$ cat src/rtl/boa_arb_pkg.sv
// boa_arb_pkg: shared types and constants for the two-port memory arbiter.
//   arb_state_e : arbiter ownership state (IDLE, OWN0, OWN1)
//   port_idx_t  : requester index (0 = instruction fetch, 1 = load/store)
// Optional feature macro used by the arbiter: BOA_ARB_RR_EN (round-robin).
package boa_arb_pkg;

    localparam int unsigned DATA_W   = 32;
    localparam int unsigned STRB_W   = 4;
    localparam int unsigned ADDR_LSB = 2;
    localparam int unsigned NUM_PORT = 2;

    typedef enum logic [1:0] {
        IDLE = 2'd0,
        OWN0 = 2'd1,
        OWN1 = 2'd2
    } arb_state_e;

    typedef logic port_idx_t;

    // Ownership state reached when port p wins.
    function automatic arb_state_e own_state(input port_idx_t p);
        return p ? OWN1 : OWN0;
    endfunction

endpackage

$ cat src/rtl/boa_mem_bus.sv
// boa_mem_bus: word-addressed memory bus bundle.
//   re    : read request           we    : byte write strobes
//   addr  : word address [31:2]    wdata : write data
//   rdata : read data              ready : transaction complete
// Modport CPU drives a request; modport MEM answers it.
interface boa_mem_bus;
    import boa_arb_pkg::*;

    logic                       re;
    logic [STRB_W-1:0]          we;
    logic [31:ADDR_LSB]         addr;
    logic [DATA_W-1:0]          wdata;
    logic [DATA_W-1:0]          rdata;
    logic                       ready;

    modport CPU (output re, we, addr, wdata, input rdata, ready);
    modport MEM (input re, we, addr, wdata, output rdata, ready);

endinterface

$ cat src/rtl/boa_arb_pick.sv
// boa_arb_pick: combinational two-way winner selection.
//   req_i   : request vector, bit N = port N requesting
//   last_i  : port served most recently (used in round-robin mode)
//   prio_i  : port that wins collisions in fixed-priority mode
//   rr_en_i : 1 = round-robin, 0 = fixed priority
//   win_o   : winning port index (valid only when vld_o=1)
//   vld_o   : at least one port is requesting
module boa_arb_pick
    import boa_arb_pkg::*;
(
    input  logic [NUM_PORT-1:0] req_i,
    input  port_idx_t           last_i,
    input  port_idx_t           prio_i,
    input  logic                rr_en_i,
    output port_idx_t           win_o,
    output logic                vld_o
);

    // A lone requester always wins; collisions go by mode.
    always_comb begin
        vld_o = |req_i;
        win_o = prio_i;
        unique case (req_i)
            2'b01:   win_o = 1'b0;
            2'b10:   win_o = 1'b1;
            2'b11:   win_o = rr_en_i ? ~last_i : prio_i;
            default: win_o = prio_i;
        endcase
    end

endmodule

$ cat src/rtl/boa_mem_arb.sv
// boa_mem_arb: arbitrates two requesters onto one shared memory bus.
//   clk  : CPU clock
//   rst  : asynchronous active-high reset
//   m0   : requester 0 (instruction fetch), MEM side of its bus
//   m1   : requester 1 (load/store), MEM side of its bus
//   mem  : shared memory bus, CPU side
// Parameter prio_port selects the collision winner in fixed-priority mode
// and the first winner after reset in round-robin mode.
// Define BOA_ARB_RR_EN for round-robin arbitration; default is fixed priority.
// The request path is combinational so a grant issues in the arbitration cycle.
module boa_mem_arb
    import boa_arb_pkg::*;
#(
    parameter port_idx_t prio_port = 1'b0
)
(
    input  logic         clk,
    input  logic         rst,
    boa_mem_bus.MEM      m0,
    boa_mem_bus.MEM      m1,
    boa_mem_bus.CPU      mem
);

    arb_state_e          state_q;
    arb_state_e          state_d;
    port_idx_t           last_q;
    port_idx_t           win;
    port_idx_t           owner;
    port_idx_t           gnt_sel;
    logic                win_vld;
    logic                gnt_vld;
    logic                arb_pt;
    logic                req0;
    logic                req1;
    logic                rr_en;

    logic                mem_re;
    logic [STRB_W-1:0]   mem_we;
    logic [31:ADDR_LSB]  mem_addr;
    logic [DATA_W-1:0]   mem_wdata;

    // Request detection: read or any write strobe.
    assign req0   = m0.re | (|m0.we);
    assign req1   = m1.re | (|m1.we);

    // Re-arbitrate when idle or when the current transaction completes.
    assign arb_pt = (state_q == IDLE) | mem.ready;
    assign owner  = port_idx_t'(state_q == OWN1);

`ifdef BOA_ARB_RR_EN
    assign rr_en = 1'b1;

    // Last-served pointer; reset value makes prio_port win the first collision.
    always_ff @(posedge clk or posedge rst) begin
        if (rst) begin
            last_q <= ~prio_port;
        end else if (arb_pt && win_vld) begin
            last_q <= win;
        end
    end
`else
    assign rr_en  = 1'b0;
    assign last_q = ~prio_port;
`endif

    boa_arb_pick u_pick (
        .req_i   ({req1, req0}),
        .last_i  (last_q),
        .prio_i  (prio_port),
        .rr_en_i (rr_en),
        .win_o   (win),
        .vld_o   (win_vld)
    );

    // Grant selection and next state; a waiting owner keeps the bus.
    always_comb begin
        gnt_vld = 1'b0;
        gnt_sel = owner;
        state_d = state_q;
        if (arb_pt) begin
            gnt_vld = win_vld;
            gnt_sel = win;
            state_d = win_vld ? own_state(win) : IDLE;
        end else begin
            gnt_vld = 1'b1;
        end
        // Requests are ignored while reset is held.
        if (rst) begin
            gnt_vld = 1'b0;
        end
    end

    // State register.
    always_ff @(posedge clk or posedge rst) begin
        if (rst) begin
            state_q <= IDLE;
        end else begin
            state_q <= state_d;
        end
    end

    // Datapath mux: all request fields come from a single port or are idle.
    always_comb begin
        mem_re    = 1'b0;
        mem_we    = '0;
        mem_addr  = '0;
        mem_wdata = '0;
        if (gnt_vld) begin
            if (gnt_sel) begin
                mem_re    = m1.re;
                mem_we    = m1.we;
                mem_addr  = m1.addr;
                mem_wdata = m1.wdata;
            end else begin
                mem_re    = m0.re;
                mem_we    = m0.we;
                mem_addr  = m0.addr;
                mem_wdata = m0.wdata;
            end
        end
    end

    assign mem.re    = mem_re;
    assign mem.we    = mem_we;
    assign mem.addr  = mem_addr;
    assign mem.wdata = mem_wdata;

    // Completion goes only to the owner; read data is broadcast.
    assign m0.ready  = (state_q == OWN0) & mem.ready;
    assign m1.ready  = (state_q == OWN1) & mem.ready;
    assign m0.rdata  = mem.rdata;
    assign m1.rdata  = mem.rdata;

endmodule

$ cat src/flat_wrapper.sv
// flat-port wrapper written by rule: the top's interface ports become plain ports
module boa_mem_arb_flat import boa_arb_pkg::*;
#(
    parameter port_idx_t prio_port = 1'b0
)
  (clk, rst, m0_re, m0_we, m0_addr, m0_wdata, m0_rdata, m0_ready, m1_re, m1_we, m1_addr, m1_wdata, m1_rdata, m1_ready, mem_re, mem_we, mem_addr, mem_wdata, mem_rdata, mem_ready);
  boa_mem_bus m0_i ();
  boa_mem_bus m1_i ();
  boa_mem_bus mem_i ();
  input  logic clk;
  input  logic rst;
  input wire logic [$bits(m0_i.re)-1:0] m0_re;
  input wire logic [$bits(m0_i.we)-1:0] m0_we;
  input wire logic [$bits(m0_i.addr)-1:0] m0_addr;
  input wire logic [$bits(m0_i.wdata)-1:0] m0_wdata;
  output wire logic [$bits(m0_i.rdata)-1:0] m0_rdata;
  output wire logic [$bits(m0_i.ready)-1:0] m0_ready;
  input wire logic [$bits(m1_i.re)-1:0] m1_re;
  input wire logic [$bits(m1_i.we)-1:0] m1_we;
  input wire logic [$bits(m1_i.addr)-1:0] m1_addr;
  input wire logic [$bits(m1_i.wdata)-1:0] m1_wdata;
  output wire logic [$bits(m1_i.rdata)-1:0] m1_rdata;
  output wire logic [$bits(m1_i.ready)-1:0] m1_ready;
  output wire logic [$bits(mem_i.re)-1:0] mem_re;
  output wire logic [$bits(mem_i.we)-1:0] mem_we;
  output wire logic [$bits(mem_i.addr)-1:0] mem_addr;
  output wire logic [$bits(mem_i.wdata)-1:0] mem_wdata;
  input wire logic [$bits(mem_i.rdata)-1:0] mem_rdata;
  input wire logic [$bits(mem_i.ready)-1:0] mem_ready;
  assign m0_i.re = m0_re;
  assign m0_i.we = m0_we;
  assign m0_i.addr = m0_addr;
  assign m0_i.wdata = m0_wdata;
  assign m0_rdata = m0_i.rdata;
  assign m0_ready = m0_i.ready;
  assign m1_i.re = m1_re;
  assign m1_i.we = m1_we;
  assign m1_i.addr = m1_addr;
  assign m1_i.wdata = m1_wdata;
  assign m1_rdata = m1_i.rdata;
  assign m1_ready = m1_i.ready;
  assign mem_re = mem_i.re;
  assign mem_we = mem_i.we;
  assign mem_addr = mem_i.addr;
  assign mem_wdata = mem_i.wdata;
  assign mem_i.rdata = mem_rdata;
  assign mem_i.ready = mem_ready;
  boa_mem_arb #(.prio_port(prio_port)) u_core (.clk(clk), .rst(rst), .m0(m0_i), .m1(m1_i), .mem(mem_i));
endmodule
$ cat config.mk
export PLATFORM = sky130hd
export DESIGN_NAME = boa_mem_arb_flat
export DESIGN_NICKNAME = d
export VERILOG_FILES = /design/src/rtl/boa_arb_pkg.sv /design/src/rtl/boa_mem_bus.sv /design/src/rtl/boa_arb_pick.sv /design/src/rtl/boa_mem_arb.sv /design/src/flat_wrapper.sv
export SDC_FILE = /design/constraint.sdc
export NUM_CORES = 1
export LEC_CHECK = 0
export CELL_PAD_IN_SITES_DETAIL_PLACEMENT = 0
export CELL_PAD_IN_SITES_GLOBAL_PLACEMENT = 1
export CORE_AREA = 2 2 122 124
export DETAILED_ROUTE_END_ITERATION = 12
export DIE_AREA = 0 0 124 126
export PLACE_DENSITY_LB_ADDON = 0.2
export SLEW_MARGIN = 15
export SYNTH_ARGS = -nofsm -noshare
export SYNTH_HDL_FRONTEND = slang
export SYNTH_SLANG_ARGS = --single-unit
export TNS_END_PERCENT = 30
$ cat constraint.sdc
create_clock -name clk -period 3 [get_ports clk]
set_clock_uncertainty 0.1 [all_clocks]
set_input_delay 0.6 -clock clk [delete_from_list [all_inputs] [get_ports clk]]
set_output_delay 0.6 -clock clk [all_outputs]
set_load 0.1 [all_outputs]
# Word level (Yosys, flattened, before mapping)
# Cells that the tools add are included.
dict set report op_classes {
  reduce_logical 4
  n_mux 14
  n_eq_ne 3
  n_bitwise 5
}
# cell n
set ops {}
lappend ops {{32-bit 2-to-1 mux} 2}
lappend ops {{30-bit 2-to-1 mux} 2}
lappend ops {{4-bit 2-to-1 mux} 2}
lappend ops {{4-bit OR reduction} 2}
lappend ops {{1-bit 2-to-1 mux} 6}
lappend ops {{2-bit equality test, second input constant} 2}
lappend ops {{2-bit 2-to-1 mux} 2}
lappend ops {{1-bit OR} 3}
lappend ops {{1-bit AND} 2}
lappend ops {{2-bit by 1-bit equality test with 1-bit output, second input constant} 1}
lappend ops {{2-bit zero test} 1}
lappend ops {{2-bit OR reduction} 1}
dict set report word_totals {
  register_bits 2
  input_bits 169
}

# Longest topological paths before layout
dict set report depth {
  word_depth 7
  mapped_depth 5
  depth_no_buf 4
}

# By module
# A second synthesis with hierarchy kept.
dict set report unflattened {
  cells_unflattened 423
  area_unflattened_um2 3024.2
}
# mod n_inst seq_area_each_um2 cells_each area_per_inst_um2
set by_module_without_submodules {}
lappend by_module_without_submodules {boa_mem_arb 1 50.0 417 2994.1}
lappend by_module_without_submodules {boa_arb_pick 1 0.0 6 30.0}

# Worst setup path before layout
# No wires, ideal clock.
dict set report synth_path {
  path_kind {input to output}
  from {input m0_we[2]}
  to {output mem_addr[8]}
  t_arrival_ns 2.814
  n_path_buf 1
  setup_slack_ns -0.514
  required_time_ns 2.300
  stages 5
  path_cell_list {or4_4 a211o_2 a211oi_4 buf_6 a22o_1}
}
dict set report synth_between {
  elab_chain_len 7
  word_cells_on_any_way 10
  cone_classes {eq/ne (1); mux (6); bitwise (1); reduce/logical (2)}
}
# element line
set synth_lines {}
lappend synth_lines {{start: declaration} flat_wrapper.sv:13} ;# input wire logic [$bits(m0_i.we)-1:0] m0_we;
lappend synth_lines {{4-bit OR reduction *} boa_mem_arb.sv:43} ;# assign req0 = m0.re | (|m0.we);
lappend synth_lines {{1-bit OR *} boa_mem_arb.sv:43}
lappend synth_lines {{2-bit equality test} boa_arb_pick.sv:23} ;# unique case (req_i)
lappend synth_lines {{1-bit 2-to-1 mux} boa_arb_pick.sv:23}
lappend synth_lines {{1-bit 2-to-1 mux} boa_mem_arb.sv:80} ;# if (arb_pt) begin
lappend synth_lines {{30-bit 2-to-1 mux} boa_mem_arb.sv:109} ;# if (gnt_sel) begin
lappend synth_lines {{30-bit 2-to-1 mux *} boa_mem_arb.sv:108} ;# if (gnt_vld) begin
lappend synth_lines {{end: declaration} flat_wrapper.sv:26} ;# output wire logic [$bits(mem_i.addr)-1:0] mem_addr;
# Mark *: on every way between the ends. The rest lies on a longest branch, timed or not.

# Worst setup path in the final report
dict set report layout_path {
  from {input m0_we[0]}
  to {output mem_addr[7]}
}
# The elaborated chain is that of the path after synthesis.

==> results.json <==
{
  "status": "finished with violations",
  "failed_checks": "negative setup slack",
  "grt_use_total_pct": 10.1,
  "initial_core_util_pct": 9.83,
  "hold_path_class": "reg2reg",
  "crit_type": "in2out",
  "dp.cells": 491,
  "die_y_um": 126,
  "largest_register_ffs": 2,
  "grt_max_degree": 26,
  "avgSynthCellArea_um2": 8.64,
  "design.die.area_um2": 15600,
  "grt-ovfl-total": 0,
  "area_growth_pct": 232,
  "rsz0062_at_grt": "true",
  "post-dp-hpwl_um": 7000,
  "routabilityCongestion": 0.742,
  "synth-main-ff-cell": "dfrtp_1",
  "clock_sinks": 2,
  "synth_area_um2": 1410,
  "cp.arrival_ps": 2490,
  "largest-register": "u_core.state_q",
  "start_kind": "input pin",
  "grt_pass1_wl_um": 12300,
  "antenna_found_initial": 0,
  "clock_latency_ps": 220,
  "post_drt_wl_per_cell_um": 16.5,
  "place_area_um2": 4480,
  "ys_ff_latch": 2,
  "crit_path_top_delay_cell": "or4_4",
  "stdcell_area_um2": 4680,
  "routed_wl_um": 8280,
  "dp_slack_ps": -543,
  "fillers": 1461,
  "async_flop_share_pct": 100,
  "yosysWarnings": 0,
  "powerDensity_nw_per_um2": 265,
  "max_slew_margin_pct": 76.0,
  "endpoint_kind": "output pin",
  "timing.final.ws_setup_ps": -190,
  "vias": 1909,
  "cts_hold_buffers": 0,
  "rows": 44,
  "synth_area_leader_cell": "a22o_2",
  "cts_buffer_depth": 2,
  "drc": 0,
  "finalCritPeriodShare_pct": 106,
  "drv_slew": 0,
  "netlist_instances": 163,
  "max_clock_freq_mhz": 313,
  "cts_tree": "built",
  "reg_top3": "u_core.state_q: 2 flops",
  "cts_htree_levels": 1,
  "io_buffers": 205,
  "cp_slowest_stage_delay_ps": 540,
  "synth_edf_count": 0,
  "crit_top_cell": "buf_6",
  "die_w_um": 124,
  "ctsRootBufferMaster": "clkbuf_16",
  "cp_max_fo": 7,
  "drt_iter0_drc": 36,
  "finalHoldViolCount": 0,
  "tightest_slew_ps": 359,
  "r2r_cells": 2,
  "yosysSeqAreaShare_pct": 3.56,
  "num_io_pins": 302,
  "final_net_count": 488,
  "post_drt_via_cell_ratio": 3.81,
  "stdcell_count": 501,
  "yosys.area.top_type_share_pct": 42.0,
  "setup_viol": 62,
  "fin_crit_ps": 3190,
  "p_leak_nw": 1.99,
  "syn_nets": 332,
  "worstPathCellList": "buf_6, or4_4, a211o_4, a211oi_4, buf_6, clkbuf_16, a22o_4, buf_12",
  "coreArea_um2": 14300,
  "worst_ep_required_time_ps": 2300,
  "ir_worst_vdd_uv": 163,
  "cts_buffers": 3,
  "ant_nets": 0,
  "synth_cell_types": 20,
  "hold_depth": 2,
  "synthTopCellsByArea": "a22o_2, buf_4, a22o_1, buf_6, dfrtp_1",
  "first_global_vias": 2168,
  "setup_tns_ps": -9580,
  "first_pass_iters": 4,
  "cap_violations": 0,
  "cts.clk_slew.worst_paths_ps": 30,
  "drive_above_1_share_pct": 52.4,
  "antenna_cells": 0
}
-- where the power goes --
group          leakage (nW)  internal (mW)  switching [mW]  total, mW
Clock                0.0370          0.170          0.0299      0.199
Sequential           0.0228         0.0277        0.000488     0.0282
Combinational          1.93          0.461           0.554       1.01
-- layout make-up --
cell class	instances	area [um^2]	share of cell area (%)
flip-flops and latches	2	50.0	1.07
multi-input cells	84	1270	27.1
inverters	1	3.75	0.0802
clock buffers	3	75.1	1.60
repair buffers	227	3050	65.3
well taps	184	230	4.92
-- per-layer routing --
metal  GRT usage [%]  share of wire (%)  vias up  routed length (um)
met5               0                  0        -                   0
li1                -                  -      870                   -
met4            3.30                2.6        0                 217
met2            17.8                 49      131                4060
met1            11.2                 36      879                2960
met3            3.31                 13       29                1040
-- cells in the final DEF (no fill, tap or decap) --
cell,Yosys,routed
a211o_4,0,1
a211oi_4,1,1
a21oi_4,0,1
a22o_1,8,4
a22o_2,59,2
a22o_4,0,61
and3_2,0,1
and3b_1,2,2
buf_12,0,77
buf_2,0,1
buf_4,64,9
buf_6,6,4
buf_8,0,1
clkbuf_16,0,5
clkbuf_2,0,1
clkdlybuf4s50_1,0,131
dfrtp_1,2,2
dlymetal6s2s_1,0,1
inv_1,1,1
nand2_1,1,1
nand2b_1,2,2
nor2_1,2,2
nor2b_1,1,1
nor3_1,1,1
nor3b_1,1,1
o21ai_0,2,2
or4_4,1,1
-- stage by stage --
| stage | power [mW] | utilization, % | hold slack (ps) |
|---|---|---|---|
| 2_1_floorplan | 0.965 | - | 246 |
| 3_3_place_gp | 1.04 | 31.3 | 524 |
| 3_5_place_dp | 1.05 | 31.3 | 537 |
| 4_1_cts | 1.26 | 32.6 | 544 |
| 5_1_grt | 1.29 | 32.7 | 597 |
| 6_report | 1.24 | 32.7 | 535 |
-- timing repair --
action,CTS,global route
endpoints found under the hold margin,0,0
setup endpoints to repair,67,67
gates cloned,2,2
setup buffers,4,1
pin swaps,28,17
resized for setup,21,5
-- synth_stat cells (2+ instances only) --
cell type / count
nand2b_1: 2
buf_6: 6
o21ai_0: 2
dfrtp_1: 2
nor2_1: 2
buf_4: 64
a22o_1: 8
clkbuf_1: 6
a22o_2: 59
and3b_1: 2
-- path summary, 6_finish.rpt --
| check | slack [ps] | startpoint | end |
|---|---|---|---|
| max | -190 | m0_we[0] | mem_addr[7] |
| min | 540 | u_core.state_q[0] | u_core.state_q[0] |
| max reg2reg | 2000 | u_core.state_q[0] | u_core.state_q[1] |
| min reg2reg | 540 | u_core.state_q[0] | u_core.state_q[0] |
| max in group asynchronous | 2000 | rst | u_core.state_q[0] |
| min in group asynchronous | 660 | rst | u_core.state_q[1] |
-- cells by family after synthesis --
| family | share of synthesized area, % |
|---|---|
| AND/OR/NAND/NOR | 5.51 |
| buffers and inverters | 40.8 |
| flip-flops | 3.56 |
| AO/OA/AOI/OAI | 50.1 |
-- critical path: cells and delay by family --
family                 cells  cell delay (ps)
and+or+nand+nor            1              540
AOI/OAI and AO/OA          3              720
buffers and inverters      4              620
Note: power is estimated with default switching activity, not from simulation.
==> RTL change, RTL diff (same flow settings) <==
Add a define of `BOA_ARB_RR_EN`.
--- a/src/rtl/boa_mem_arb.sv
+++ b/src/rtl/boa_mem_arb.sv
@@ -9,4 +9,6 @@
 // Define BOA_ARB_RR_EN for round-robin arbitration; default is fixed priority.
 // The request path is combinational so a grant issues in the arbitration cycle.
+`define BOA_ARB_RR_EN
+
 module boa_mem_arb
     import boa_arb_pkg::*;
Formal check against the unedited RTL: not equivalent (a bounded check fails within 4 cycles, from zero or initial values and one cycle with rst high).
==> RTL change against the unedited design <==
Wire length increased by 63%; area after synthesis increased by 50%; sequential cell count increased by 1; worst setup slack improved by 0.17 ns; first-iteration DRC count increased by 94%; design area increased by 32%; critical path depth increased by 1; count of clock-buffer cells in the layout increased by 1; synthesized cell count increased by 100%; via count increased by 64%; global-route usage increased by 5.9 points; the flow still finishes with violations (negative setup slack).
Power is left out: it rests on default switching activity, and per cell area and clock period it moved more than threefold.
==> RTL change: results (changes against the unedited design) <==
Status: finished, violations left (unchanged)
Violated checks: negative setup slack (unchanged)
Worst Slack Setup Final: -0.0174 ns (was -0.190 ns)
Crit path launch: m1_we[0] (was m0_we[0])
# setup viols final: 18 (was 62)
Critical R2R Launch: u_core.state_q[1]$_DFFE_PP0P_ (was u_core.state_q[0]$_DFFE_PP0P_)
Max H-tree Level: 1 (unchanged)
Placed inst area: 5130 sq um (was 4480 sq um)
Placer Congestion: 0.703 (was 0.742)
Clk Latency, worst-skew pair: 0.22 ns (about the same)
Min-Delay Path Class: in2async (was reg2reg)
Top cells by area, synth: buf_4 (25%), a21oi_1 (16%), nand3_1 (11%), nand3_2 (9.5%), o21ai_0 (9.0%) (was a22o_2 (42%), buf_4 (34%), a22o_1 (5.0%), buf_6 (4.8%), dfrtp_1 (3.6%))
Hpwl dp: 8660 um (was 7000 um)
Met2 routed WL: 7120 um (was 4060 um)
Yosys Warn Count: 0 (unchanged)
Via count: 3124 (was 1909)
Syn nets: 499 (was 332)
Seq/Total Area, Yosys: 0.0361 (was 0.0356)
Relative slew slack: 0.767 (was 0.760)
Pre-CTS setup slack: -0.381 ns (was -0.543 ns)
Vias in the first global route: 3399 (was 2168)
1st-iter DRT viols: 70 (was 36)
Avg WL per Cell: 19.8 um (was 16.5 um)
CP endpoint: mem_wdata[15] (was mem_addr[7])
Cell variety after synth: 30 (was 20)
First-pass GRT wire length: 19200 um (was 12300 um)
Initial antenna violation count: 0 (unchanged)
RR Endpoint: u_core.state_q[1]$_DFFE_PP0P_ (unchanged)
R2R depth: 3 (was 2)
CTS Buf Count: 3 (unchanged)
Reg2reg setup slack: 1.84 ns (was 2.00 ns)
Port Buffer Count: 205 (unchanged)
Final hold slack: 0.516 ns (was 0.535 ns)
Arrival @ worst endpoint: 2.32 ns (was 2.49 ns)
Pin count of the biggest net entering global routing: 25 (was 26)
CP Max Fanout: 8 (was 7)
Asr flop ratio synth: 1.00 (unchanged)
Routed wl met3: 988 um (was 1040 um)
Cell taking the most area after synthesis: buf_4 (was a22o_2)
Antenna cells: 0 (unchanged)
Most used flip-flop cell after synthesis: dfrtp_1 (unchanged)
Regs by FF count: u_core.state_q x2, u_core.last_q x1 (was u_core.state_q x2)
Top sig layer: met4 (unchanged)
First drt pass iteration count: 4 (unchanged)
M1 wire length: 5270 um (was 2960 um)
Post-synth top cells: buf_4 (70), a21oi_1 (68), nand3_1 (47) (was buf_4 (64), a22o_2 (59), a22o_1 (8))
Setup Total Neg Slack: -0.151 ns (was -9.58 ns)
CTS root buf: clkbuf_16 (unchanged)
Clock transition at the registers of the reported paths: 0.03 ns (about the same)
GRT Resource Usage Total: 0.159 (was 0.101)
Share of cells above drive strength 1: 0.573 (was 0.524)
Final net count: 669 (was 488)
Max Buffers Root-to-Sink: 2 (unchanged)
[RTL change: cell count changes after synthesis, moves of 2 or more]
cell | unedited run | this run
nand3_1 | 0 | 47
a22o_1 | 8 | 1
nand2_1 | 1 | 4
buf_4 | 64 | 70
a21oi_1 | 1 | 68
buf_2 | 0 | 10
buf_8 | 0 | 2
o21ai_1 | 0 | 30
a22o_2 | 59 | 0
o21ai_0 | 2 | 38
clkbuf_1 | 6 | 11
nand3_2 | 0 | 20
or3_4 | 0 | 2
[RTL change: per-stage QoR]
step           cells  utilization
2_1_floorplan    330            -
3_3_place_gp     654        0.359
3_5_place_dp     654        0.359
4_1_cts          680        0.414
5_1_grt          683        0.432
6_report         683        0.432
[RTL change: layer usage]
layer,GRT usage,up-vias
met2,0.305,139
met4,0.0311,0
met5,0,-
met1,0.183,1488
li1,-,1478
met3,0.0263,19
[RTL change: layout make-up]
class                           count  area, sq um
Inverter                            1         3.75
Clock buffer                        4         78.8
Tap cell                          184          230
Multi-Input combinational cell    227         2120
Sequential cell                     3         76.3
Fill cell                        1383         8140
Timing Repair Buffer              264         3670
[RTL change: worst max-delay path, stage by stage]
cell and delay (ns):
buf_6 0.10, or3_4 0.40, o31ai_4 0.29, buf_6 0.23, buf_12 0.12, buf_16 0.13, o21ai_1 0.10, a21oi_4 0.16
buf_12 0.19
[RTL change: what timing repair did]
item | CTS | global route
setup endpoints to repair | 67 | 67
buffers inserted | 11 | 2
gates cloned | 12 | 3
hold buffers | 0 | 0
pin swaps | 44 | 39
gates resized for setup | 99 | 59
[RTL change: worst min path at each step]
stage                                         start                             to
final                                           rst  u_core.state_q[0]$_DFFE_PP0P_
after global routing                            rst  u_core.state_q[0]$_DFFE_PP0P_
after CTS                 u_core.last_q$_DFFE_PP1P_      u_core.last_q$_DFFE_PP1P_
after detailed placement  u_core.last_q$_DFFE_PP1P_      u_core.last_q$_DFFE_PP1P_
after global placement    u_core.last_q$_DFFE_PP1P_      u_core.last_q$_DFFE_PP1P_
after floorplan                                 rst  u_core.state_q[0]$_DFFE_PP0P_
[RTL change: logic make-up after synthesis]
kind of cell / synth area share
AOI/OAI and AO/OA: 0.374
buffers and inverters: 0.339
and+or+nand+nor: 0.251
DFF: 0.0361
